==> src/rtl/rr_requester_bank.sv <==
// rr_requester_bank
//   Requester side of a 4-way round-robin arbiter. Each channel keeps a count
//   of pending jobs. It requests the arbiter while jobs are waiting. On every
//   accepted one-hot grant it runs a fixed BURST_LEN-beat transfer. The block
//   also checks that grants are legal and keeps sticky error flags.
//
// Optional feature (macro RR_REQ_STARVE_MON_EN):
//   Adds parameter STARVE_LIM and output o_starve. Each channel counts its
//   cycles in WAIT. o_starve[ch] is set, and stays set, once the count reaches
//   STARVE_LIM.
//
// Ports:
//   i_clk        system clock, rising edge
//   i_reset      asynchronous reset, active low
//   i_push       per-channel job enqueue strobe
//   i_gnt        grant from arbiter (one-hot or zero expected)
//   o_req        registered request to arbiter
//   o_beat       transfer beat strobe, high every cycle of a burst
//   o_done       pulse on the last beat of a burst
//   o_full       pending count == MAX_PEND
//   o_ovf        sticky: push dropped while full
//   o_err_multi  sticky: more than one grant bit set
//   o_err_spur   sticky: grant to a channel in IDLE
//   o_starve     sticky starvation flag (RR_REQ_STARVE_MON_EN only)
//
// Channel FSM:
//   state   | meaning
//   ST_IDLE | no pending job, not requesting
//   ST_WAIT | jobs pending, requesting until a grant is accepted
//   ST_XFER | running a BURST_LEN-beat transfer, grant ignored
module rr_requester_bank #(
    parameter int NUM_CH     = 4,
    parameter int MAX_PEND   = 7,
    parameter int BURST_LEN  = 4
`ifdef RR_REQ_STARVE_MON_EN
    ,
    parameter int STARVE_LIM = 16
`endif
) (
    input  logic              i_clk,
    input  logic              i_reset,
    input  logic [NUM_CH-1:0] i_push,
    input  logic [NUM_CH-1:0] i_gnt,
`ifdef RR_REQ_STARVE_MON_EN
    output logic [NUM_CH-1:0] o_starve,
`endif
    output logic [NUM_CH-1:0] o_req,
    output logic [NUM_CH-1:0] o_beat,
    output logic [NUM_CH-1:0] o_done,
    output logic [NUM_CH-1:0] o_full,
    output logic [NUM_CH-1:0] o_ovf,
    output logic              o_err_multi,
    output logic              o_err_spur
);

    localparam int CNT_W  = $clog2(MAX_PEND + 1);
    localparam int BCNT_W = (BURST_LEN > 1) ? $clog2(BURST_LEN) : 1;
`ifdef RR_REQ_STARVE_MON_EN
    localparam int SCNT_W = $clog2(STARVE_LIM + 1);
`endif

    typedef enum logic [1:0] {
        ST_IDLE = 2'd0,
        ST_WAIT = 2'd1,
        ST_XFER = 2'd2
    } state_t;

    logic [NUM_CH-1:0] w_spur;
    logic              r_err_multi;
    logic              r_err_spur;

    for (genvar g = 0; g < NUM_CH; g++) begin : g_ch
        state_t             r_state;
        state_t             w_state_nxt;
        logic [CNT_W-1:0]   r_cnt;
        logic [CNT_W-1:0]   w_cnt_nxt;
        logic [BCNT_W-1:0]  r_bcnt;
        logic [BCNT_W-1:0]  w_bcnt_nxt;
        logic               r_ovf;
        logic               w_ovf_nxt;
        logic               r_req;
        logic               w_acc;
        logic               w_last;

        always_comb begin
            w_acc       = (r_state == ST_WAIT) && i_gnt[g];
            w_last      = (r_state == ST_XFER) && (r_bcnt == BCNT_W'(BURST_LEN - 1));
            w_cnt_nxt   = r_cnt;
            w_ovf_nxt   = r_ovf;
            w_state_nxt = r_state;
            w_bcnt_nxt  = r_bcnt;

            // A push and an accepted grant in the same cycle cancel out. The
            // push is not dropped even when the count is at MAX_PEND.
            if (w_acc) begin
                if (!i_push[g]) begin
                    w_cnt_nxt = r_cnt - 1'b1;
                end
            end else if (i_push[g]) begin
                if (r_cnt == CNT_W'(MAX_PEND)) begin
                    w_ovf_nxt = 1'b1;
                end else begin
                    w_cnt_nxt = r_cnt + 1'b1;
                end
            end

            case (r_state)
                ST_IDLE: begin
                    if (i_push[g]) begin
                        w_state_nxt = ST_WAIT;
                    end
                end
                ST_WAIT: begin
                    if (w_acc) begin
                        w_state_nxt = ST_XFER;
                        w_bcnt_nxt  = '0;
                    end
                end
                ST_XFER: begin
                    // The decision uses the post-update count, so a push that
                    // arrives on the last beat still brings the channel back
                    // to WAIT.
                    if (w_last) begin
                        w_state_nxt = (w_cnt_nxt != '0) ? ST_WAIT : ST_IDLE;
                    end else begin
                        w_bcnt_nxt = r_bcnt + 1'b1;
                    end
                end
                default: w_state_nxt = ST_IDLE;
            endcase
        end

        always_ff @(posedge i_clk or negedge i_reset) begin
            if (!i_reset) begin
                r_state <= ST_IDLE;
                r_cnt   <= '0;
                r_bcnt  <= '0;
                r_ovf   <= 1'b0;
                r_req   <= 1'b0;
            end else begin
                r_state <= w_state_nxt;
                r_cnt   <= w_cnt_nxt;
                r_bcnt  <= w_bcnt_nxt;
                r_ovf   <= w_ovf_nxt;
                r_req   <= (w_state_nxt == ST_WAIT);
            end
        end

`ifdef RR_REQ_STARVE_MON_EN
        logic [SCNT_W-1:0] r_scnt;
        logic              r_starve;

        always_ff @(posedge i_clk or negedge i_reset) begin
            if (!i_reset) begin
                r_scnt   <= '0;
                r_starve <= 1'b0;
            end else begin
                if (w_acc) begin
                    r_scnt <= '0;
                end else if ((r_state == ST_WAIT) && (r_scnt != SCNT_W'(STARVE_LIM))) begin
                    r_scnt <= r_scnt + 1'b1;
                end
                // Set on the same edge where the counter reaches the limit.
                if ((r_state == ST_WAIT) && !w_acc && (r_scnt == SCNT_W'(STARVE_LIM - 1))) begin
                    r_starve <= 1'b1;
                end
            end
        end

        assign o_starve[g] = r_starve;
`endif

        assign o_req[g]  = r_req;
        assign o_beat[g] = (r_state == ST_XFER);
        assign o_done[g] = w_last;
        assign o_full[g] = (r_cnt == CNT_W'(MAX_PEND));
        assign o_ovf[g]  = r_ovf;
        assign w_spur[g] = (r_state == ST_IDLE) && i_gnt[g];
    end

    always_ff @(posedge i_clk or negedge i_reset) begin
        if (!i_reset) begin
            r_err_multi <= 1'b0;
            r_err_spur  <= 1'b0;
        end else begin
            if ($countones(i_gnt) > 1) begin
                r_err_multi <= 1'b1;
            end
            if (|w_spur) begin
                r_err_spur <= 1'b1;
            end
        end
    end

    assign o_err_multi = r_err_multi;
    assign o_err_spur  = r_err_spur;

endmodule
==> config.mk <==
export PLATFORM = sky130hd
export DESIGN_NAME = rr_requester_bank
export DESIGN_NICKNAME = d
export VERILOG_FILES = /design/src/rtl/rr_requester_bank.sv
export SDC_FILE = /design/constraint.sdc
export NUM_CORES = 1
export LEC_CHECK = 0
export CORE_MARGIN = 4
export CORE_UTILIZATION = 50
export CTS_CLUSTER_DIAMETER = 200
export DETAILED_ROUTE_END_ITERATION = 12
export PLACE_DENSITY = 0.75
export SYNTH_ARGS = -nofsm -noshare
export SYNTH_HDL_FRONTEND = slang
export SYNTH_SLANG_ARGS = --single-unit
export TNS_END_PERCENT = 1
==> constraint.sdc <==
create_clock -name i_clk -period 4.8 [get_ports i_clk]
set_clock_uncertainty 0.1 [all_clocks]
set_input_delay 0.96 -clock i_clk [delete_from_list [all_inputs] [get_ports i_clk]]
set_output_delay 0.96 -clock i_clk [all_outputs]
set_load 0.02 [all_outputs]
# Word level (Yosys, flattened, before mapping)
# Index checks and enable logic that the tools add are counted.
# classes
eq_ne,28
magnitude_cmp,1
reduce_logical,33
addsub,15
mux,48
bitwise_logic,4
# ops
cell,n
$mux W3,16
$mux W2,20
$pmux W2 S3,4
$reduce_and A3 Y1,8
$eq A2 B1 Y1 const B,8
$eq A2 B2 Y1 const B,8
$ne A2 B2 Y1 const B,8
$pmux W2 S2,4
$add A3 B1 Y3 const B,4
$eq A3 B3 Y1 const B,4
$logic_and A1 B1 Y1,12
$reduce_bool A3 Y1,4
$sub A3 B1 Y3 const B,4
$add A2 B1 Y2 const B,4
$logic_not A2 Y1,4
$reduce_bool A2 Y1,4
$add A1 B1 Y2,2
$mux W1,4
$not A1 Y1,4
$reduce_or A4 Y1,1
$add A2 B2 Y3,1
$gt A3 B1 Y1 const B,1
# word_totals
word_cells,151
in_bits,10
out_inout_bits,22
regBits,38

# Depth between registers and ports, before layout
# Gate-level depths: netlist (run 1).
# logic_depth
word_depth,9
depth_mapped,7
depth_no_buf,7

# Worst setup path after synthesis (run 1)
# No wires, ideal clock.
# synth_path
path_kind,input-to-reg
from,in i_gnt[3]
to,reg g_ch[3].r_req
setup_ns,0.136
n_path_buf,1
arrival_ns,2.025
required_ns,4.564
path_slack_ns,2.539
cell_stages,6
path_cell_list,clkbuf_2 -> a21boi_0 -> a21oi_1 -> xnor2_1 -> o41ai_2 -> a211oi_1
# synth_between
elab_chain_cells,7
word_cells_on_any_way,8
cone_classes,eq/ne: 1; mux: 5; reduce/logical: 2
# synth_rtl
item,line_no,text
from (decl),43,"input logic [NUM_CH-1:0] i_gnt,"
$logic_and A1 B1 Y1,86,w_acc = (r_state == ST_WAIT) && i_gnt[g];
$mux W3,95,if (w_acc) begin
net g_ch[3].w_cnt_nxt[0],76,logic [CNT_W-1:0] w_cnt_nxt;
$reduce_bool A3 Y1,124,w_state_nxt = (w_cnt_nxt != '0) ? ST_WAIT : ST_IDLE;
$mux W1,124,
$mux W2,123,if (w_last) begin
$pmux W2 S3,107,case (r_state)
$eq A2 B1 Y1,145,r_req <= (w_state_nxt == ST_WAIT);
to (signal assigned),145,
to (decl),81,logic r_req;
# The timed path passes the listed nets, and every way through them passes these cells.
# A chain may end at the register's enable or synchronous reset.

# Worst setup path after layout (run 1)
# layout_path
from,reg g_ch[1].r_state[0]
to,out o_done[1]
# layout_between
elab_chain_cells,2
# layout_rtl
item,line_no,text
from (decl),73,state_t r_state;
from (signal assigned),141,r_state <= w_state_nxt;
$eq A2 B2 Y1,87,w_last = (r_state == ST_XFER) && (r_bcnt == BCNT_W'(BURST_LEN - 1));
$logic_and A1 B1 Y1,87,
to (decl),49,"output logic [NUM_CH-1:0] o_done,"
# No other way between the ends.

==> reports/results.txt, run 1 <==
Diodes inserted = 0
# rows = 25
Worst R2R Start = g_ch[1].r_state[1]
Hold Crit Class = reg2reg
FFs w/ async S/R, synth = 1.00
DRT antenna net count = 0
Final hold vios = 0
GRT Util Overall = 0.170
CP endpoint kind = primary output
DR vias = 1897
# setup viols final = 0
GPL Wtd Cong = 0.820
RSZ-0062 raised after global routing = no
Synth unique cells = 37
Total core area = 4750 um2
Nets@finish = 319
Post-DR wirelength/cell = 13.5 um
Worst skew pair latency = 0.29 ns
Clock slew at reported path FFs = 0.07 ns
Crit. Startpoint = g_ch[1].r_state[0]
Post-synthesis cell count = 255
Max Freq = 0.335 GHz
Drt drc = 0
Synth Flop Type = dfrtp_1
CTS max path bufs = 2
CTS root buffer = clkbuf_8
Syn nets = 294
Post-CTS setup buffer count = 0
YS warnings = 0
Post-synth EDFFs = 0
Cts hold-fix bufs = 0
Layout cells sized above 1 = 0.0500
Die Footprint = 6150 um2
Slew @ Worst Pin = 0.839 ns
Peak supply drop = 0.000305 V
Grt total ovfl = 0
Largest net degree at the start of global routing = 39
DR iter-0 viols = 116
Seq/Total Area, Yosys = 0.383
TritonCTS Sinks = 38
Final worst slack = 1.82 ns
Crit path kind = reg2out
Slew Viols, Final = 0
Critical Path Fanout Max = 6
IO buf count = 31
P&R area growth vs syn = 14.9%
Final period util = 0.622
Cell area after synthesis = 2480 um2
Rel. slew slack = 0.441
Sum of negative setup slack = 0 ns
CTS resizes = 0
Leakage Power = 1.35 nW
First-pass GRT wire length = 8.26 mm
Starting Density = 0.522
Most frequent cells in the layout = 38 x dfrtp_1, 33 x inv_1, 30 x clkdlybuf4s50_1
Register bit total from synthesis = 38
Max_cap viols = 0
CP startpoint kind = register
Num CTS Buffers = 5
Outcome = finished clean
Worst endpoint required time = 3.74 ns
Die height = 78.4 um
Most common cell after layout, fill and taps aside = dfrtp_1
Routed WL = 4.68 mm
Crit path DAT = 1.92 ns
TritonCTS clock tree = built
Die X = 78.4 um
HPWL Detailed = 3.55 mm
# IOs = 32
Number of global-route vias before repair = 1858
Hold path start = g_ch[1].r_ovf
Max H-tree Level = 2
Pwr/cell area = 557 nW/um2
Syn avg cell area = 9.73 um2
Pre-Repair DR Iteration Count = 4
Initial antenna violation count = 0
Drt via density = 5.47
Dpl ws = 1.77 ns
Clock period minus worst slack = 2.98 ns
cells by family after synthesis:
family,count (synthesis),synth area share
AOI/OAI and AO/OA,78,0.225
and+or+nand+nor,50,0.0989
buffers and inverters,46,0.0883
DFF,38,0.383
adders and majority gates,29,0.149
muxes,10,0.0414
xor gates and xnor gates,4,0.0141
where the power goes:
group	internal, mW	switching [mW]
Combinational	0.389	0.472
Clock	0.100	0.110
Sequential	0.426	0.0899
Total	0.915	0.672
registers in the layout (all words and copies together) (netlist names):
register / flops
o_err_spur: 1
g_ch.r_state: 8
g_ch.r_bcnt: 8
o_err_multi: 1
g_ch.r_ovf: 4
g_ch.r_cnt: 12
g_ch.r_req: 4
critical path: stages, from the launching register on:
cell and delay, ns:
dfrtp_1 0.42, inv_1 0.13, ha_1 0.30, nand2_1 0.12
inv_1 0.06, clkdlybuf4s50_1 0.59
per-stage QoR:
| step | instance area, um2 | hold slack (ns) | cells | utilization | power (mW) |
|---|---|---|---|---|---|
| after floorplan | 2480 | 0.329 | 255 | - | 1.16 |
| final | 2850 | 0.364 | 347 | 0.599 | 1.59 |
| after global placement | 2770 | 0.350 | 340 | 0.583 | 1.36 |
| after global routing | 2850 | 0.394 | 347 | 0.599 | 1.74 |
| after detailed placement | 2770 | 0.352 | 340 | 0.583 | 1.38 |
| after CTS | 2850 | 0.369 | 347 | 0.599 | 1.60 |
layer usage:
metal	vias to the layer above	wire length, um	global-route usage	part of all wire
met5	-	0	0	0
met4	0	86	0.0629	0.018
met3	8	181	0.0482	0.039
met2	36	2250	0.282	0.48
met1	915	2160	0.211	0.46
li1	938	-	-	-
cells in the mapped netlist, types with 2 or more instances:
cell type  number  area [um2]
o21a_1          3        22.5
nand2b_1        5        31.3
nand2_1        20        75.1
and2_1          2        12.5
a21oi_1        23         115
buf_4          12        90.1
o41ai_2         2        32.5
and3b_1         3        26.3
dfrtp_1        38         951
a221oi_1        4        35.0
a21boi_0        2        15.0
nor2_1          6        22.5
a21boi_2        2        22.5
a211oi_1        7        52.6
mux2i_1         8        80.1
ha_1           28         350
mux2_2          2        22.5
a22oi_1         3        22.5
nor3_1          5        25.0
xnor2_1         4        35.0
o21ai_0        10        50.1
a211o_1         3        26.3
a31o_2          2        17.5
inv_1          33         124
o41ai_1         2        17.5
nand3_1         5        25.0
a22o_1          7        61.3
a21o_1          5        37.5
path summary, 6_finish.rpt:
path / endpoint / slack [ns] / cells after the start
min in group asynchronous: g_ch[1].r_cnt[0] / 0.67 / 1
max in group asynchronous: g_ch[2].r_state[1] / 3.40 / 1
worst min register to register: g_ch[1].r_ovf / 0.36 / 1
worst max register to register: g_ch[1].r_req / 2.65 / 7
worst max-delay path: o_done[1] / 1.82 / 5
worst min-delay path: g_ch[1].r_ovf / 0.36 / 1
layout make-up:
cell class	instances	area (um2)
clock buffer	7	76.3
fill	437	1900
inverter	33	124
multi-input combinational	171	1310
sequential	38	951
tap	67	83.8
timing repair buffer	31	305
Power figures use the tool's default switching activity.
==> inputs of run 2 (changes only) <==
==> constraint.sdc (replaced) <==
create_clock -name i_clk -period 2.9 [get_ports i_clk]
set_clock_uncertainty 0.1 [all_clocks]
set_input_delay 0.58 -clock i_clk [delete_from_list [all_inputs] [get_ports i_clk]]
set_output_delay 0.58 -clock i_clk [all_outputs]
set_load 0.02 [all_outputs]
==> run 2 against run 1 <==
  * Sequential power rose by 66%
  * Global-route usage is 0.18 points lower
  * Core utilization increased by 0.16 points
  * Largest power group unchanged
==> reports/results.txt, run 2 (synthesis gave the netlist of run 1 again) <==
GRT Util Overall = 0.168
Clock slew at reported path FFs = 0.07 ns
Die Footprint = 6150 um2
Slew Viols, Final = 0
Dpl ws = 0.272 ns
Initial antenna violation count = 0
Final instance area = 2860 um2
# rows = 25
Placed Area = 2780 um2
Worst skew pair latency = 0.28 ns
DR iter-0 viols = 100
Total power = 2.63 mW
FILL cells = 421
Pre-Repair DR Iteration Count = 4
Final period util = 0.889
Drt via density = 5.51
Routed WL = 4.70 mm
Min Hold Slack = 0.290 ns
Post-route insts no fill = 348
Peak supply drop = 0.000398 V
Drt drc = 0
# IOs = 32
IO buf count = 31
CP startpoint kind = register
Post-DR wirelength/cell = 13.5 um
DRT antenna net count = 0
First-pass GRT wire length = 8.23 mm
Slew @ Worst Pin = 0.827 ns
CTS max path bufs = 2
RSZ-0062 raised after global routing = no
CP endpoint kind = primary output
Final worst slack = 0.323 ns
Max reg flops = 12
Most common cell after layout, fill and taps aside = dfrtp_1
Final hold vios = 0
Area of the multi-input gates = 1310 um2
Crit path kind = reg2out
Post-CTS setup buffer count = 0
Max Freq = 0.388 GHz
Largest net degree at the start of global routing = 39
GPL Wtd Cong = 0.819
CTS resizes = 0
Cts hold-fix bufs = 0
CTS root buffer = clkbuf_8
Max_cap viols = 0
Placed Cells = 341
Num CTS Buffers = 5
Die height = 78.4 um
Critical Path Fanout Max = 6
Top Registers = g_ch.r_cnt x12, g_ch.r_bcnt x8, g_ch.r_state x8
Worst endpoint required time = 2.22 ns
Sum of negative setup slack = 0 ns
Hold Crit Class = in2async
Number of global-route vias before repair = 1928
Fin util = 0.601
TritonCTS Sinks = 38
TritonCTS clock tree = built
Max H-tree Level = 2
# setup viols final = 0
Most frequent cells in the layout = 38 x dfrtp_1, 33 x inv_1, 30 x clkdlybuf4s50_1
Layout cells sized above 1 = 0.0534
Rel. slew slack = 0.449
Grt total ovfl = 0
P&R area growth vs syn = 15.2%
Top reg by flops = g_ch.r_cnt
Leakage Power = 1.35 nW
Total core area = 4750 um2
DR vias = 1919
Starting Density = 0.522
Die X = 78.4 um
Storage cell area = 951 um2
Clock period minus worst slack = 2.58 ns
Nets@finish = 320
Diodes inserted = 0
Crit path DAT = 1.90 ns
Outcome = finished clean
HPWL Detailed = 3.60 mm
Pwr/cell area = 920 nW/um2
## run 2: layer usage
metal | up-vias | track usage | part of all wire
met5 | - | 0 | 0
met4 | 0 | 0.0507 | 0.0072
met3 | 4 | 0.0562 | 0.052
met2 | 42 | 0.281 | 0.48
met1 | 934 | 0.207 | 0.46
li1 | 939 | - | -
## run 2: path summary, 6_finish.rpt
kind                               startpoint               end  slack [ns]  depth (start not counted)
setup / recovery           g_ch[1].r_state[0]         o_done[1]        0.32                          5
max in group asynchronous             i_reset  g_ch[0].r_cnt[1]        1.88                          1
setup reg to reg           g_ch[0].r_state[1]     g_ch[0].r_req        0.75                          7
hold / removal                        i_reset  g_ch[1].r_cnt[0]        0.29                          1
min in group i_clk              g_ch[3].r_ovf     g_ch[3].r_ovf        0.36                          1
hold reg to reg                 g_ch[3].r_ovf     g_ch[3].r_ovf        0.36                          1
## run 2: where the power goes
group | total (mW) | internal [mW] | switching, mW
Clock | 0.336 | 0.165 | 0.170
Sequential | 0.856 | 0.705 | 0.151
Combinational | 1.44 | 0.647 | 0.790
## run 2: layout make-up
| cell class | instances | share of cell area |
|---|---|---|
| clock buffer | 7 | 0.0267 |
| sequential | 38 | 0.333 |
| timing repair buffer | 32 | 0.109 |
| tap | 67 | 0.0293 |
| inverter | 33 | 0.0433 |
| multi-input combinational | 171 | 0.458 |
## run 2: critical path, cell delays in order, from the launching register on
cell and delay (ns):
dfrtp_1 0.42, inv_1 0.11, ha_1 0.29, nand2_1 0.12
inv_1 0.07, clkdlybuf4s50_1 0.59
==> inputs of run 3 (changes only) <==
--- a/config.mk
+++ b/config.mk
@@ -5,6 +5,7 @@
 export SDC_FILE = /design/constraint.sdc
 export NUM_CORES = 1
 export LEC_CHECK = 0
+export CAP_MARGIN = 20
 export CORE_MARGIN = 4
 export CORE_UTILIZATION = 50
 export CTS_CLUSTER_DIAMETER = 200
==> results of run 3 <==
Final layout, timing and power as in run 2 (identical DEF).
